File: config.mk
export PLATFORM = sky130hd
export DESIGN_NAME = wb_stage_buffered_flat
export DESIGN_NICKNAME = d
export VERILOG_FILES = /design/src/rtl/wb_pkg.sv /design/src/rtl/wb_stage_buffered_if.sv /design/src/rtl/wb_fifo.sv /design/src/rtl/wb_stage_buffered.sv /design/src/flat_wrapper.sv
export SDC_FILE = /design/constraint.sdc
export NUM_CORES = 1
export LEC_CHECK = 0
export CORE_MARGIN = 2
export CORE_UTILIZATION = 50
export CTS_CLUSTER_DIAMETER = 100
export DETAILED_ROUTE_END_ITERATION = 12
export PLACE_DENSITY = 0.88
export SLEW_MARGIN = 30
export SYNTH_ARGS = -nofsm -noshare
export SYNTH_HDL_FRONTEND = slang
export SYNTH_HIERARCHICAL = 1
export SYNTH_SLANG_ARGS = --single-unit
File: constraint.sdc
create_clock -name clk -period 3.29 [get_ports clk]
set_input_delay 0.329 -clock clk [delete_from_list [all_inputs] [get_ports clk]]
set_output_delay 0.329 -clock clk [all_outputs]
set_load 0.1 [all_outputs]
File: src/rtl/wb_pkg.sv
// Shared types and constants for the buffered write-back stage.
package wb_pkg;

   localparam int unsigned DEF_DATA_W = 8;
   localparam int unsigned DEF_ADDR_W = 3;
   localparam int unsigned REG_ZERO   = 0;

   // Default-width pending-write entry; wider instances build the same layout locally.
   typedef struct packed {
      logic [DEF_ADDR_W-1:0] rd;
      logic [DEF_DATA_W-1:0] data;
   } wb_entry_t;

endpackage

File: src/rtl/wb_stage_buffered_if.sv
// Memory-stage handshake, register-file write port and forwarding query of the write-back stage.
interface wb_stage_buffered_if #(
   parameter int unsigned DATA_W = 8,
   parameter int unsigned ADDR_W = 3,
   parameter int unsigned CNT_W  = 16
);

   logic              in_valid;
   logic              in_ready;
   logic [DATA_W-1:0] in_alu_res;
   logic [DATA_W-1:0] in_mem_res;
   logic              in_sel_mem;
   logic              in_we;
   logic [ADDR_W-1:0] in_rd;
   logic              rf_we;
   logic [ADDR_W-1:0] rf_addr;
   logic [DATA_W-1:0] rf_wdata;
   logic              rf_ready;
   logic [ADDR_W-1:0] q_addr;
   logic              fwd_hit;
   logic [DATA_W-1:0] fwd_data;
   logic [DATA_W-1:0] ans_wb;
   logic [CNT_W-1:0]  retire_count;

   modport master (
      output in_valid, in_alu_res, in_mem_res, in_sel_mem, in_we, in_rd, rf_ready, q_addr,
      input  in_ready, rf_we, rf_addr, rf_wdata, fwd_hit, fwd_data, ans_wb, retire_count
   );

   modport slave (
      input  in_valid, in_alu_res, in_mem_res, in_sel_mem, in_we, in_rd, rf_ready, q_addr,
      output in_ready, rf_we, rf_addr, rf_wdata, fwd_hit, fwd_data, ans_wb, retire_count
   );

endinterface

File: src/rtl/wb_fifo.sv
// Circular buffer of pending register writes with an age-ordered view (index 0 = oldest).
module wb_fifo
   import wb_pkg::*;
#(
   parameter int unsigned DEPTH   = 4,
   parameter type         entry_t = wb_entry_t
) (
   input  logic                   clk,
   input  logic                   reset,
   input  logic                   flush,
   input  logic                   push,
   input  logic                   pop,
   input  entry_t                 wr_entry,
   output logic                   full,
   output logic                   empty,
   output logic [DEPTH-1:0]       view_valid,
   output entry_t [DEPTH-1:0]     view
);

   localparam int unsigned PTR_W = $clog2(DEPTH);
   localparam int unsigned OCC_W = PTR_W + 1;

   logic [PTR_W-1:0]   wr_ptr_q, wr_ptr_d;
   logic [PTR_W-1:0]   rd_ptr_q, rd_ptr_d;
   logic [OCC_W-1:0]   count_q, count_d;
   entry_t [DEPTH-1:0] mem_q;

   always_comb begin
      wr_ptr_d = wr_ptr_q;
      rd_ptr_d = rd_ptr_q;
      count_d  = count_q + OCC_W'(push) - OCC_W'(pop);
      if (push) wr_ptr_d = wr_ptr_q + PTR_W'(1);
      if (pop)  rd_ptr_d = rd_ptr_q + PTR_W'(1);
      if (flush) begin
         wr_ptr_d = '0;
         rd_ptr_d = '0;
         count_d  = '0;
      end
   end

   always_ff @(posedge clk or negedge reset) begin
      if (!reset) begin
         wr_ptr_q <= '0;
         rd_ptr_q <= '0;
         count_q  <= '0;
      end else begin
         wr_ptr_q <= wr_ptr_d;
         rd_ptr_q <= rd_ptr_d;
         count_q  <= count_d;
      end
   end

   // Storage needs no reset: every read is qualified by occupancy.
   always_ff @(posedge clk) begin
      if (push) mem_q[wr_ptr_q] <= wr_entry;
   end

   always_comb begin
      full  = (count_q == OCC_W'(DEPTH));
      empty = (count_q == '0);
      for (int i = 0; i < DEPTH; i++) begin
         view[i]       = mem_q[rd_ptr_q + PTR_W'(i)];
         view_valid[i] = (OCC_W'(i) < count_q);
      end
   end

endmodule

File: src/rtl/wb_stage_buffered.sv
// Write-back stage: result select, buffered register-file writes, forwarding and retire count.
module wb_stage_buffered
   import wb_pkg::*;
#(
   parameter int unsigned DATA_W = 8,
   parameter int unsigned ADDR_W = 3,
   parameter int unsigned DEPTH  = 4,
   parameter int unsigned CNT_W  = 16
) (
   input logic                clk,
   input logic                reset,
   input logic                flush,
   wb_stage_buffered_if.slave bus
);

   typedef struct packed {
      logic [ADDR_W-1:0] rd;
      logic [DATA_W-1:0] data;
   } entry_t;

   logic               accept, push, pop, discard;
   logic               full, empty;
   entry_t             wr_entry;
   logic [DEPTH-1:0]   view_valid;
   entry_t [DEPTH-1:0] view;
   logic [DATA_W-1:0]  ans_wb_q, ans_wb_d;
   logic [CNT_W-1:0]   retire_q, retire_d;

   always_comb begin
      bus.in_ready  = !full && !flush;
      accept        = bus.in_valid && bus.in_ready;
      push          = accept && bus.in_we && (bus.in_rd != ADDR_W'(REG_ZERO));
      discard       = accept && !push;
      pop           = !empty && bus.rf_ready;
      wr_entry.rd   = bus.in_rd;
      wr_entry.data = bus.in_sel_mem ? bus.in_mem_res : bus.in_alu_res;
      bus.rf_we     = !empty;
      bus.rf_addr   = empty ? '0 : view[0].rd;
      bus.rf_wdata  = empty ? '0 : view[0].data;
   end

   wb_fifo #(
      .DEPTH   (DEPTH),
      .entry_t (entry_t)
   ) u_fifo (
      .clk        (clk),
      .reset      (reset),
      .flush      (flush),
      .push       (push),
      .pop        (pop),
      .wr_entry   (wr_entry),
      .full       (full),
      .empty      (empty),
      .view_valid (view_valid),
      .view       (view)
   );

   // Scan oldest to youngest so the youngest match is the one left standing.
   always_comb begin
      bus.fwd_hit  = 1'b0;
      bus.fwd_data = '0;
      for (int i = 0; i < DEPTH; i++) begin
         if (view_valid[i] && (view[i].rd == bus.q_addr) &&
             (bus.q_addr != ADDR_W'(REG_ZERO))) begin
            bus.fwd_hit  = 1'b1;
            bus.fwd_data = view[i].data;
         end
      end
   end

   always_comb begin
      ans_wb_d = pop ? view[0].data : ans_wb_q;
      retire_d = retire_q + CNT_W'(pop) + CNT_W'(discard);
   end

   always_ff @(posedge clk or negedge reset) begin
      if (!reset) begin
         ans_wb_q <= '0;
         retire_q <= '0;
      end else begin
         ans_wb_q <= ans_wb_d;
         retire_q <= retire_d;
      end
   end

   always_comb begin
      bus.ans_wb       = ans_wb_q;
      bus.retire_count = retire_q;
   end

endmodule

File: src/flat_wrapper.sv
// flat-port wrapper written by rule: the top's interface ports become plain ports
module wb_stage_buffered_flat import wb_pkg::*;
#(
   parameter int unsigned DATA_W = 8,
   parameter int unsigned ADDR_W = 3,
   parameter int unsigned DEPTH  = 4,
   parameter int unsigned CNT_W  = 16
)
  (clk, reset, flush, bus_in_valid, bus_in_alu_res, bus_in_mem_res, bus_in_sel_mem, bus_in_we, bus_in_rd, bus_rf_ready, bus_q_addr, bus_in_ready, bus_rf_we, bus_rf_addr, bus_rf_wdata, bus_fwd_hit, bus_fwd_data, bus_ans_wb, bus_retire_count);
  wb_stage_buffered_if #(.DATA_W(DATA_W), .ADDR_W(ADDR_W), .CNT_W(CNT_W)) bus_i ();
  input logic clk;
  input logic reset;
  input logic flush;
  input wire logic [$bits(bus_i.in_valid)-1:0] bus_in_valid;
  input wire logic [$bits(bus_i.in_alu_res)-1:0] bus_in_alu_res;
  input wire logic [$bits(bus_i.in_mem_res)-1:0] bus_in_mem_res;
  input wire logic [$bits(bus_i.in_sel_mem)-1:0] bus_in_sel_mem;
  input wire logic [$bits(bus_i.in_we)-1:0] bus_in_we;
  input wire logic [$bits(bus_i.in_rd)-1:0] bus_in_rd;
  input wire logic [$bits(bus_i.rf_ready)-1:0] bus_rf_ready;
  input wire logic [$bits(bus_i.q_addr)-1:0] bus_q_addr;
  output wire logic [$bits(bus_i.in_ready)-1:0] bus_in_ready;
  output wire logic [$bits(bus_i.rf_we)-1:0] bus_rf_we;
  output wire logic [$bits(bus_i.rf_addr)-1:0] bus_rf_addr;
  output wire logic [$bits(bus_i.rf_wdata)-1:0] bus_rf_wdata;
  output wire logic [$bits(bus_i.fwd_hit)-1:0] bus_fwd_hit;
  output wire logic [$bits(bus_i.fwd_data)-1:0] bus_fwd_data;
  output wire logic [$bits(bus_i.ans_wb)-1:0] bus_ans_wb;
  output wire logic [$bits(bus_i.retire_count)-1:0] bus_retire_count;
  assign bus_i.in_valid = bus_in_valid;
  assign bus_i.in_alu_res = bus_in_alu_res;
  assign bus_i.in_mem_res = bus_in_mem_res;
  assign bus_i.in_sel_mem = bus_in_sel_mem;
  assign bus_i.in_we = bus_in_we;
  assign bus_i.in_rd = bus_in_rd;
  assign bus_i.rf_ready = bus_rf_ready;
  assign bus_i.q_addr = bus_q_addr;
  assign bus_in_ready = bus_i.in_ready;
  assign bus_rf_we = bus_i.rf_we;
  assign bus_rf_addr = bus_i.rf_addr;
  assign bus_rf_wdata = bus_i.rf_wdata;
  assign bus_fwd_hit = bus_i.fwd_hit;
  assign bus_fwd_data = bus_i.fwd_data;
  assign bus_ans_wb = bus_i.ans_wb;
  assign bus_retire_count = bus_i.retire_count;
  wb_stage_buffered #(.DATA_W(DATA_W), .ADDR_W(ADDR_W), .DEPTH(DEPTH), .CNT_W(CNT_W)) u_core (.clk(clk), .reset(reset), .flush(flush), .bus(bus_i));
endmodule
==> Yosys cells after proc, flatten, opt, wreduce, memory -nomap -nowiden <==
Cells that the tools add are included.
{ "totals": {"latchBits": 0, "word_cells": 87, "mem_count": 0, "romBits": 0, "register_bits": 75, "ramBits": 0} }
{ "classes": {"n_reduce_logical": 24, "multipliers": 0, "add_sub_neg": 8, "magnitude_cmp": 10, "shifts": 0, "n_eq_ne": 5, "mux": 27, "div_mod_pow": 0, "bitwise": 0} }
{ "op_table": {"columns": ["cell", "n"], "rows": [
  ["11-bit binary-select mux with 2-bit select", 4],
  ["11-bit two-way mux", 5],
  ["8-bit two-way mux", 6],
  ["44-bit bitwise mux", 1],
  ["16-bit by 1-bit adder with 16-bit output", 2],
  ["11-bit demux with 2-bit select", 1],
  ["1-bit logical AND", 15],
  ["2-bit by 3-bit less-than comparator with 1-bit output (second input constant)", 5],
  ["3-bit equality test", 4],
  ["2-bit two-way mux", 4],
  ["1-bit by 3-bit less-than comparator with 1-bit output (first input constant)", 2],
  ["2-bit by 3-bit less-than comparator with 1-bit output (first input constant)", 2],
  ["3-bit two-way mux", 2],
  ["3-bit nonzero test", 2],
  ["2-bit by 1-bit adder with 2-bit output (second input constant)", 2],
  ["2-bit adder (second input constant)", 2],
  ["1-bit logical NOT", 4],
  ["1-bit two-way mux", 4],
  ["2-bit nonzero test", 2],
  ["3-bit by 1-bit adder with 3-bit output", 1],
  ["3-bit equality test (second input constant)", 1],
  ["3-bit logical NOT", 1],
  ["3-bit by 1-bit subtractor with 3-bit output", 1],
  ["2-bit by 1-bit >= comparator with 1-bit output (second input constant)", 1]
]} }

==> Longest topological paths before layout <==
{ "depth": {"depth_word": 9, "ltp_mapped": 12, "ltp_nobuf": 11} }

==> Cells and area by module <==
Netlist, hierarchy kept.
{ "by_module_without_submodules": {"columns": ["module", "area_each_um2", "seq_area_each_um2", "instances", "cells_per_inst"], "rows": [
  ["wb_fifo", 2891.5, 1496.4, 1, 144],
  ["wb_stage_buffered", 1691.6, 600.6, 1, 187]
]} }

==> Least setup slack after synthesis <==
Ideal clock, no wire load.
{ "synth_timing": {"path_kind": "register -> output", "from": "reg u_core.u_fifo.rd_ptr_q[1]", "to": "out bus_fwd_data[6]", "setup_slack_ns": -1.542, "stages_incl_launch_ff": 10, "required_ns": 2.961, "arrival_time_ns": 4.503, "path_cell_list": "dfrtp_1 -> buf_6 -> buf_6 -> buf_6 -> mux4_2 -> or3b_1 -> a211oi_2 -> o211ai_4 -> o311a_1 -> o31ai_1"} }
{ "synth_lines": {"columns": ["item", "line", "rtl"], "rows": [
  ["start, declared", "wb_fifo.sv:24", "logic [PTR_W-1:0] rd_ptr_q, rd_ptr_d;"],
  ["start signal, assigned", "wb_fifo.sv:48", "rd_ptr_q <= rd_ptr_d;"],
  ["end, declared", "flat_wrapper.sv:27", "output wire logic [$bits(bus_i.fwd_data)-1:0] bus_fwd_data;"]
]} }

==> flow_metrics.py <==
metrics = {
    "run_status": {
        "outcome": "finished with violations",
        "violations": "negative setup slack",
    },
    "floorplan": {
        "die-area_um2": 9950,
        "core_area_um2": 8810,
        "die_height_um": 99.7,
        "initial_utilization": 0.520,
        "die_x_um": 99.7,
        "num_rows": 34,
        "ios": 75,
    },
    "logic_synthesis": {
        "syn_area_per_cell_um2": 13.8,
        "synth_top_cell_by_area": "edfxtp_1",
        "syn_nets": 371,
        "synthesis.area_um2": 4580,
        "ys.flop_type": "edfxtp_1",
        "synth_compound_area_frac": 0.0565,
        "syn_inst": 331,
        "synth_top_cell_area_share": 0.288,
        "ys_seq_area_frac": 0.458,
        "synthSimpleGateAreaFrac": 0.0991,
        "synth_mux_area_frac": 0.256,
        "synth.top_cells.by_count": "44 x edfxtp_1, 40 x mux4_2, 31 x dfrtp_1",
        "synth.most_common_cell": "edfxtp_1",
        "synth.distinct_cells": 40,
        "synth_top_family_by_area": "multiplexers",
        "synth-xor-area-share": 0.0497,
        "yosys_warnings": 6,
        "async_reset_ff_frac": 0.413,
        "synth-seq-cells": 75,
        "synth_edf_count": 44,
        "ys_top_cells_by_area": "edfxtp_1 29%, mux4_2 20%, dfrtp_1 17%",
        "synthAdderAreaFrac": 0.0333,
    },
    "drt": {
        "ant_nets": 0,
        "drc": 0,
        "drt_iter0_markers": 280,
        "avgRoutedWirePerCell_um": 19.9,
        "dr.pass1.iters": 4,
        "vias": 3210,
        "routed_wl_um": 10500,
        "viasPerCell": 6.07,
    },
    "timing": {
        "finalWorstSetupSlack_ns": -0.0240,
        "whs_ns": 0.478,
        "layout_min_cycle_time_ns": 3.31,
        "final-hold-violation-count": 0,
        "worst_pin_slew_ns": 0.979,
        "drv_slew": 0,
        "tns_ns": -0.0240,
        "max-slew-margin-rel": 0.346,
        "setup_viol": 1,
        "rsz0062_at_grt": "true",
        "fmax_mhz": 302,
        "fin_skew_ns": 0.0106,
        "fin_crit_sh": 1.01,
    },
    "min_path": {
        "holdCritStartpoint": "u_core/bus.retire_count[15]$_DFF_PN0_",
        "min_to": "u_core/bus.retire_count[15]$_DFF_PN0_",
        "hold_class": "register to register",
        "min_path_cells": 1,
    },
    "power_and_ir_drop": {
        "powerDensity_nw_per_um2": 904,
        "internal_power_mw": 2.58,
        "comb_power_share": 0.627,
        "ir_worst_vdd_uv": 507,
        "clock_power_share": 0.140,
        "leakagePower_nw": 2.18,
        "seqPwrFrac": 0.233,
        "swShare": 0.514,
        "switchingPower_mw": 2.73,
    },
    "cells_and_area": {
        "area_growth_syn_to_layout_pct": 28.2,
        "drive_gt1_frac": 0.306,
        "antenna_cells": 0,
        "seq_area_um2": 2100,
        "nFillCells": 582,
        "multi_input_area_um2": 2390,
        "final_util": 0.667,
        "finalNetCount": 456,
    },
    "global_route": {
        "grtUsageTotal": 0.218,
        "grt_pass1_vias": 3209,
        "antenna_found_initial": 0,
        "grt_max_degree": 33,
        "grt.overflow.total": 0,
        "grt_pass1_wl_um": 16500,
    },
    "placement": {
        "portBuffers": 74,
        "hpwlAfterDp_um": 7310,
        "routabilityCongestion": 0.875,
        "dpl_worst_slack_ns": 0.194,
    },
    "worst_setup_path": {
        "path_class": "register to primary output",
        "worstPathArrival_ns": 2.99,
        "r2r_slack_ns": 0.42,
        "ff2ff_path_depth": 10,
        "cp_max_fo": 9,
        "worstReg2RegStart": "u_core/u_fifo/count_q[1]$_DFF_PN0_",
        "cp-end-kind": "primary output",
        "reg2reg_to": "u_core/bus.retire_count[14]$_DFF_PN0_",
        "startpoint_type": "register",
        "cp.required_ns": 2.96,
    },
    "clocking": {
        "numCtsBuffers": 9,
        "cts_sinks": 75,
        "clkLatencyLatePin_ns": 0.35,
        "clk_pin_slew_ns": 0.08,
        "cts_root_buf": "clkbuf_8",
        "clockBufferDepth": 2,
        "cts_tree": "built",
        "htreeDepth": 3,
    },
    "flow_run": {
        "cap_violations": 0,
    },
}
## per-stage QoR
stage / instances / instance area [um2] / power, mW
3_3_place_gp: 500 / 5530 / 4.44
2_1_floorplan: 331 / 4700 / 3.79
5_1_grt: 529 / 5870 / 5.50
6_report: 529 / 5870 / 5.31
3_5_place_dp: 500 / 5520 / 4.52
4_1_cts: 526 / 5820 / 5.30
## how the worst max path moves through the flow
stage	from	end	slack (ns)
after floorplan	u_core/u_fifo/rd_ptr_q[1]$_DFFE_PN0P_	bus_fwd_data[5]	-0.11
after global placement	u_core/u_fifo/rd_ptr_q[1]$_DFFE_PN0P_	bus_fwd_data[2]	0.29
after detailed placement	u_core/u_fifo/rd_ptr_q[1]$_DFFE_PN0P_	bus_fwd_data[3]	0.19
after CTS	u_core/u_fifo/mem_q[31]$_DFFE_PP_	bus_fwd_data[5]	-0.01
after global routing	u_core/u_fifo/rd_ptr_q[0]$_DFFE_PN0P_	bus_fwd_data[5]	-0.11
final	u_core/u_fifo/mem_q[9]$_DFFE_PP_	bus_fwd_data[5]	-0.02
## layer usage
layer,up-vias,global-route usage,share of wire
li1,1428,-,-
met1,1598,0.267,0.38
met2,168,0.386,0.53
met3,16,0.0464,0.076
met4,0,0.0706,0.013
met5,-,0,0
## flip-flops by register name, indices dropped and copies added, names as in the netlist
register and cells:
u_core/bus.ans_wb 8, u_core/u_fifo/count_q 3, u_core/u_fifo/rd_ptr_q 2, u_core/u_fifo/wr_ptr_q 2, u_core/bus.retire_count 16, u_core/u_fifo/mem_q 44
## area by class of cell
type	instances	share of cell area
tap	108	0.0230
multi-input combinational	219	0.407
timing repair buffer	95	0.165
sequential	75	0.358
clock buffer	14	0.0351
inverter	16	0.0102
clock inverter	2	0.00192
## critical path, cell delays in order, from the launching register on
cell      delay [ns]
edfxtp_1        0.45
mux4_2          0.53
or3b_4          0.41
a211oi_4        0.25
o211ai_4        0.17
o311a_1         0.38
o31ai_4         0.24
buf_12          0.21
## power by group through the flow
stage               Combinational, mW  Sequential (mW)  Clock (mW)
finish                           3.33             1.24       0.742
CTS                              3.31             1.23       0.755
floorplan                        1.95             1.84           0
global placement                 3.19             1.25           0
global route                     3.46             1.26       0.791
detailed placement               3.25             1.27           0
## placed cells by master, fill, tap and decap left out, types with 2 or more instances in the layout
master           count
a21oi_1              4
and2_1               6
and3_1               4
buf_12              10
buf_4               31
clkbuf_1             2
clkbuf_16            3
clkbuf_8             9
clkdlybuf4s50_1     51
dfrtp_1             29
edfxtp_1            44
fa_1                 2
ha_1                 9
inv_1               16
mux2_2              14
mux4_1               4
mux4_2              40
nand2_1             26
nand3_1             15
nand4_1              4
nor2_1              22
nor2b_1             10
nor3_1               2
o211a_1              6
o21ai_0              2
o311a_1              2
o31ai_4              8
xnor2_1             19
xor2_1               7
## timing repair
action,4_1_cts,5_1_grt
hold buffers,1,0
endpoints found under the hold margin,23,0
buffers inserted,9,3
resized for setup,1,4
setup endpoints to repair,9,9
pin swaps,2,1
## cells by family after synthesis
group,after synthesis
DFF,75
buffers and inverters,37
xor gates and xnor gates,26
and+or+nand+nor,94
AOI/OAI and AO/OA,29
muxes,59
adders and majority gates,11
No activity file was read; power rests on OpenSTA's default activity.
==> RTL edit 1, RTL diff (same flow settings) <==
`ADDR_W` is set to 3 in 3 places; all go to 4.
--- a/src/rtl/wb_stage_buffered_if.sv
+++ b/src/rtl/wb_stage_buffered_if.sv
@@ -1,7 +1,7 @@
 // Memory-stage handshake, register-file write port and forwarding query of the write-back stage.
 interface wb_stage_buffered_if #(
    parameter int unsigned DATA_W = 8,
-   parameter int unsigned ADDR_W = 3,
+   parameter int unsigned ADDR_W = 4,
    parameter int unsigned CNT_W  = 16
 );
 
--- a/src/rtl/wb_stage_buffered.sv
+++ b/src/rtl/wb_stage_buffered.sv
@@ -3,7 +3,7 @@
    import wb_pkg::*;
 #(
    parameter int unsigned DATA_W = 8,
-   parameter int unsigned ADDR_W = 3,
+   parameter int unsigned ADDR_W = 4,
    parameter int unsigned DEPTH  = 4,
    parameter int unsigned CNT_W  = 16
 ) (
--- a/src/flat_wrapper.sv
+++ b/src/flat_wrapper.sv
@@ -2,7 +2,7 @@
 module wb_stage_buffered_flat import wb_pkg::*;
 #(
    parameter int unsigned DATA_W = 8,
-   parameter int unsigned ADDR_W = 3,
+   parameter int unsigned ADDR_W = 4,
    parameter int unsigned DEPTH  = 4,
    parameter int unsigned CNT_W  = 16
 )
Ports: changed (resized bus_in_rd, bus_q_addr and bus_rf_addr); port bits go from 75 to 78. No check against the original RTL was run, so the function may have changed too.
==> RTL edit 1 against the unedited design <==
  * Total power down 1.4%
  * Sequential share of layout area shrank 0.23 points
  * Critical path depth grew 1
  * Wire length rose by 4.4%
  * Sequential cell count is 4 higher
  * Setup slack better by 0.087 ns
  * Design area grew 6.5%
  * Area after synthesis rose by 8.2%
  * Cell count increased by 6.2%
  * Largest power group unchanged
==> RTL edit 1: results (changes against the unedited design) <==
STATUS='finished clean'
MAXSLEWHEADROOM=0.333  # -0.0121
SYNTH.TOP_CELLS.BY_AREA='sky130_fd_sc_hd__edfxtp_1, sky130_fd_sc_hd__mux4_2, sky130_fd_sc_hd__dfrtp_1'
LARGEST_REG_FLOPS=48  # +9.1%
FINALWEIGHTEDCONGESTION=0.877  # +0.22%
GRT_PASS1_WL_UM=17200  # +4.1%
PORTBUFFERS=77  # +4.1%
VIA_COUNT_OF_THE_FIRST_GLOBAL_ROUTING_PASS=3286  # +2.4%
SEQ_AREA_FRAC_SYNTH=0.447  # -0.0106
TIMING.HOLD.WS_NS=0.480  # +0.00218 ns
INTERNAL-POWER_W=0.00259  # +0.27%
CRITPATHCAPTURE='bus_fwd_data[2]'
MIN_PERIOD_NS=3.23  # -0.0875 ns
SYNTHMUXAREASHARE=0.258  # +0.00168
SYN_NETS=381  # +2.7%
PLACE_WS_NS=0.260  # +0.0658 ns
CLOCK-SKEW-FINAL_NS=0.0147  # +0.00416 ns
GRT_UTIL_ALL_LAYERS=0.201  # -0.0171
POST_ROUTE_CELLS_DRIVE_ABOVE_1_SHARE=0.350  # +0.0432
NUM_VIAS=3384  # +5.4%
FIRST_ELEMENT_OF_THE_CRITICAL_PATH='u_core/u_fifo/rd_ptr_q[1]'
YOSYS.CELL_TYPES.COUNT=42  # +5.0%
CRITICAL-PATH-MAX-STAGE-DELAY_NS=0.57  # +0.04 ns
SYNTH_FA_HA_AREA_FRAC=0.0308  # -0.00254
CRITICAL_PATH.TOP_DELAY_FAMILY='compound AO/OA/AOI/OAI gates'
CRIT_SLOWEST_CELL='sky130_fd_sc_hd__dfrtp_4'
RR_WORST_DEPTH=9  # -1
REG2REG_SETUP_SLACK_NS=0.65  # +0.23 ns
WORSTREG2REGSTART='u_core/u_fifo/count_q[2]'
SYNTH_COMPOUND_AREA_FRAC=0.0643  # +0.00780
P_LEAK_nW=2.15  # -1.4%
VDD.IR_DROP.WORST_V=0.000785  # +55%
POST-DP-HPWL_UM=7770  # +6.4%
INITIALDRTVIOLATIONCOUNT=271  # -3.2%
ROUTEDWLPERCELL_UM=19.5  # -1.8%
NETLIST_TOP_CELLS_COUNT='sky130_fd_sc_hd__edfxtp_1, sky130_fd_sc_hd__mux4_2, sky130_fd_sc_hd__dfrtp_1, sky130_fd_sc_hd__xnor2_1, sky130_fd_sc_hd__mux2_2'
POST_SYNTH_XOR_AREA_FRACTION=0.0512  # +0.00151
SYNTH-ASYNC-RESET-RATIO=0.392  # -0.0209
[RTL edit 1: changes by cell type after synthesis, sizes merged, moves of 6 or more]
| cell | unedited run | this run |
|---|---|---|
| nor2 | 23 | 9 |
| nand2 | 26 | 14 |
| xnor2 | 19 | 25 |
| o31ai | 9 | 0 |
| o211a | 6 | 0 |
| a2111oi | 0 | 8 |
| nor3 | 2 | 13 |
| o2111ai | 1 | 8 |
| a311oi | 0 | 8 |
[RTL edit 1: power by group through the flow]
stage / combinational (W) / clock (W) / sequential [W]
final: 0.00324 / 0.000698 / 0.00129
after global routing: 0.00338 / 0.000749 / 0.00131
after CTS: 0.00309 / 0.000713 / 0.00133
after detailed placement: 0.00307 / 0 / 0.00134
after global placement: 0.00304 / 0 / 0.00133
after floorplan: 0.00192 / 0 / 0.00191
[RTL edit 1: cell type report]
type | count | area (um2)
fill | 695 | 3430
multi-input combinational | 227 | 2660
sequential | 79 | 2220
timing repair buffer | 95 | 966
tap | 133 | 166
clock buffer | 11 | 163
inverter | 12 | 45.0
clock inverter | 5 | 36.3
[RTL edit 1: through the flow]
step | utilization | instances
floorplan | - | 339
detailed placement | 0.605 | 536
CTS | 0.630 | 553
global placement | 0.605 | 536
finish | 0.646 | 562
global route | 0.646 | 562
[RTL edit 1: per-layer routing]
| layer | GRT usage | part of all wire | vias to the layer above |
|---|---|---|---|
| met4 | 0.0473 | 0.0088 | 0 |
| met3 | 0.0434 | 0.069 | 10 |
| met1 | 0.280 | 0.42 | 1695 |
| met5 | 0 | 0 | - |
| li1 | - | - | 1527 |
| met2 | 0.326 | 0.50 | 152 |
[RTL edit 1: timing repair]
item,CTS,global route
cloned,0,1
hold endpoints to repair,0,20
setup buffers,1,7
endpoints found under the setup margin,9,8
hold buffers,0,1
resized for setup,9,26
pin swaps,1,8
==> RTL edit 2, RTL diff (same flow settings) <==
Without the edit above. Make the reset (`reset`) synchronous in 2 clocked blocks.
--- a/src/rtl/wb_fifo.sv
+++ b/src/rtl/wb_fifo.sv
@@ -38,7 +38,7 @@
       end
    end
 
-   always_ff @(posedge clk or negedge reset) begin
+   always_ff @(posedge clk) begin
       if (!reset) begin
          wr_ptr_q <= '0;
          rd_ptr_q <= '0;
--- a/src/rtl/wb_stage_buffered.sv
+++ b/src/rtl/wb_stage_buffered.sv
@@ -73,7 +73,7 @@
       retire_d = retire_q + CNT_W'(pop) + CNT_W'(discard);
    end
 
-   always_ff @(posedge clk or negedge reset) begin
+   always_ff @(posedge clk) begin
       if (!reset) begin
          ans_wb_q <= '0;
          retire_q <= '0;
Behaviour: differs if reset is asserted again (counterexample within 4 cycles, from zero or initial values and one cycle with reset low); with reset held inactive, the same outputs for 4 cycles.
==> RTL edit 2 against the unedited design <==
  * The run still ends with setup timing left
  * Sequential cell count unchanged
  * Core utilization shrank 2.2 points
  * Wire length up 4.2%
  * Worst hold slack got worse by 0.016 ns
  * Count of clock-buffer cells in the layout decreased by 4
  * Design area barely moved
  * Sequential share of layout area is 2.7 points lower
  * Setup slack got worse by 0.060 ns
  * Area after synthesis rose by 0.79%
  * Critical path type unchanged
  * Largest cell class unchanged
Power is not compared: it rests on default switching activity, and its combinational part moved more than twofold at a synthesized area within 25%.
==> RTL edit 2: results (changes against the unedited design) <==
YOSYS.CELL_TYPES.COUNT=45  # +13%
FINISH.UTILIZATION=0.645  # -0.0216
SEQUENTIAL_CELL_AREA_SHARE=0.331  # -0.0267
PLACE_WS_NS=0.172  # -0.0223 ns
SYN_NETS=399  # +7.5%
FIRST_ELEMENT_OF_THE_CRITICAL_PATH='u_core/u_fifo/mem_q[21]'
POST_SYNTH_XOR_AREA_FRACTION=0.0379  # -0.0118
PLACED_CELL_AREA_UM2=5520  # -0.14%
ROWS=35  # +2.9%
NONCLOCKINVERTERCOUNT=24  # +8
TIMING.FINAL.WS_SETUP_NS=-0.0837  # -0.0596 ns
N_ALL_BUFFERS=91  # -4.2%
CLOCK_TREE_AREA_FRACTION=0.0406  # +0.00359
SETUP_VIOLATION_TOTAL_IN_THE_FINAL_TIMING_REPORT=8  # +7
VIA_COUNT_OF_THE_FIRST_GLOBAL_ROUTING_PASS=3259  # +1.6%
FIN_NETS=481  # +5.5%
HOLD_BUFFERS=0  # -1
VIOLATIONS='setup timing'
FIRSTDRTPASSITERS=5  # +1
SHARE_OF_CELL_AREA_TAKEN_BY_MULTI_INPUT_LOGIC_GATES=0.428  # +0.0214
GRT_PASS1_WL_UM=17500  # +6.3%
STATUS='finished, violations left'
FINALWEIGHTEDCONGESTION=0.834  # -4.6%
TIGHTESTPINTRANSITION_NS=1.00  # +0.0221 ns
SYNTH.TOP_CELLS.BY_AREA='sky130_fd_sc_hd__edfxtp_1, sky130_fd_sc_hd__mux4_2, sky130_fd_sc_hd__dfxtp_1'
POST_ROUTE_CELLS_DRIVE_ABOVE_1_SHARE=0.289  # -0.0172
SYNTH-ASYNC-RESET-RATIO=0  # -0.413
CTS-RESIZED-GATES=7  # +6
CP_MAX_FO=5  # -4
CRITPATHCAPTURE='bus_fwd_data[6]'
WIRELENGTH_UM=10900  # +4.2%
==> RTL edit 2: changes by cell type after synthesis, sizes merged, moves of 8 or more <==
cell | before | now
dfrtp | 31 | 0
a21boi | 0 | 21
dfxtp | 0 | 31
mux2i | 1 | 9
o31ai | 9 | 1
a221oi | 0 | 8
nand3 | 15 | 5
and2 | 6 | 16
==> RTL edit 2: layer usage <==
metal / wire length [um] / vias up / share of wire / track usage
met5: 0 / - / 0 / 0
met4: 131 / 0 / 0.012 / 0.0527
met3: 835 / 10 / 0.076 / 0.0432
met2: 5880 / 156 / 0.54 / 0.409
met1: 4110 / 1668 / 0.37 / 0.295
li1: - / 1522 / - / -
==> RTL edit 2: stage by stage <==
stage | power (W) | instances | TNS (ns)
floorplan | 0.00132 | 359 | -2.60
CTS | 0.00229 | 557 | -0.277
finish | 0.00228 | 557 | -0.383
detailed placement | 0.00144 | 535 | 0
global route | 0.00235 | 557 | -1.11
global placement | 0.00143 | 535 | 0
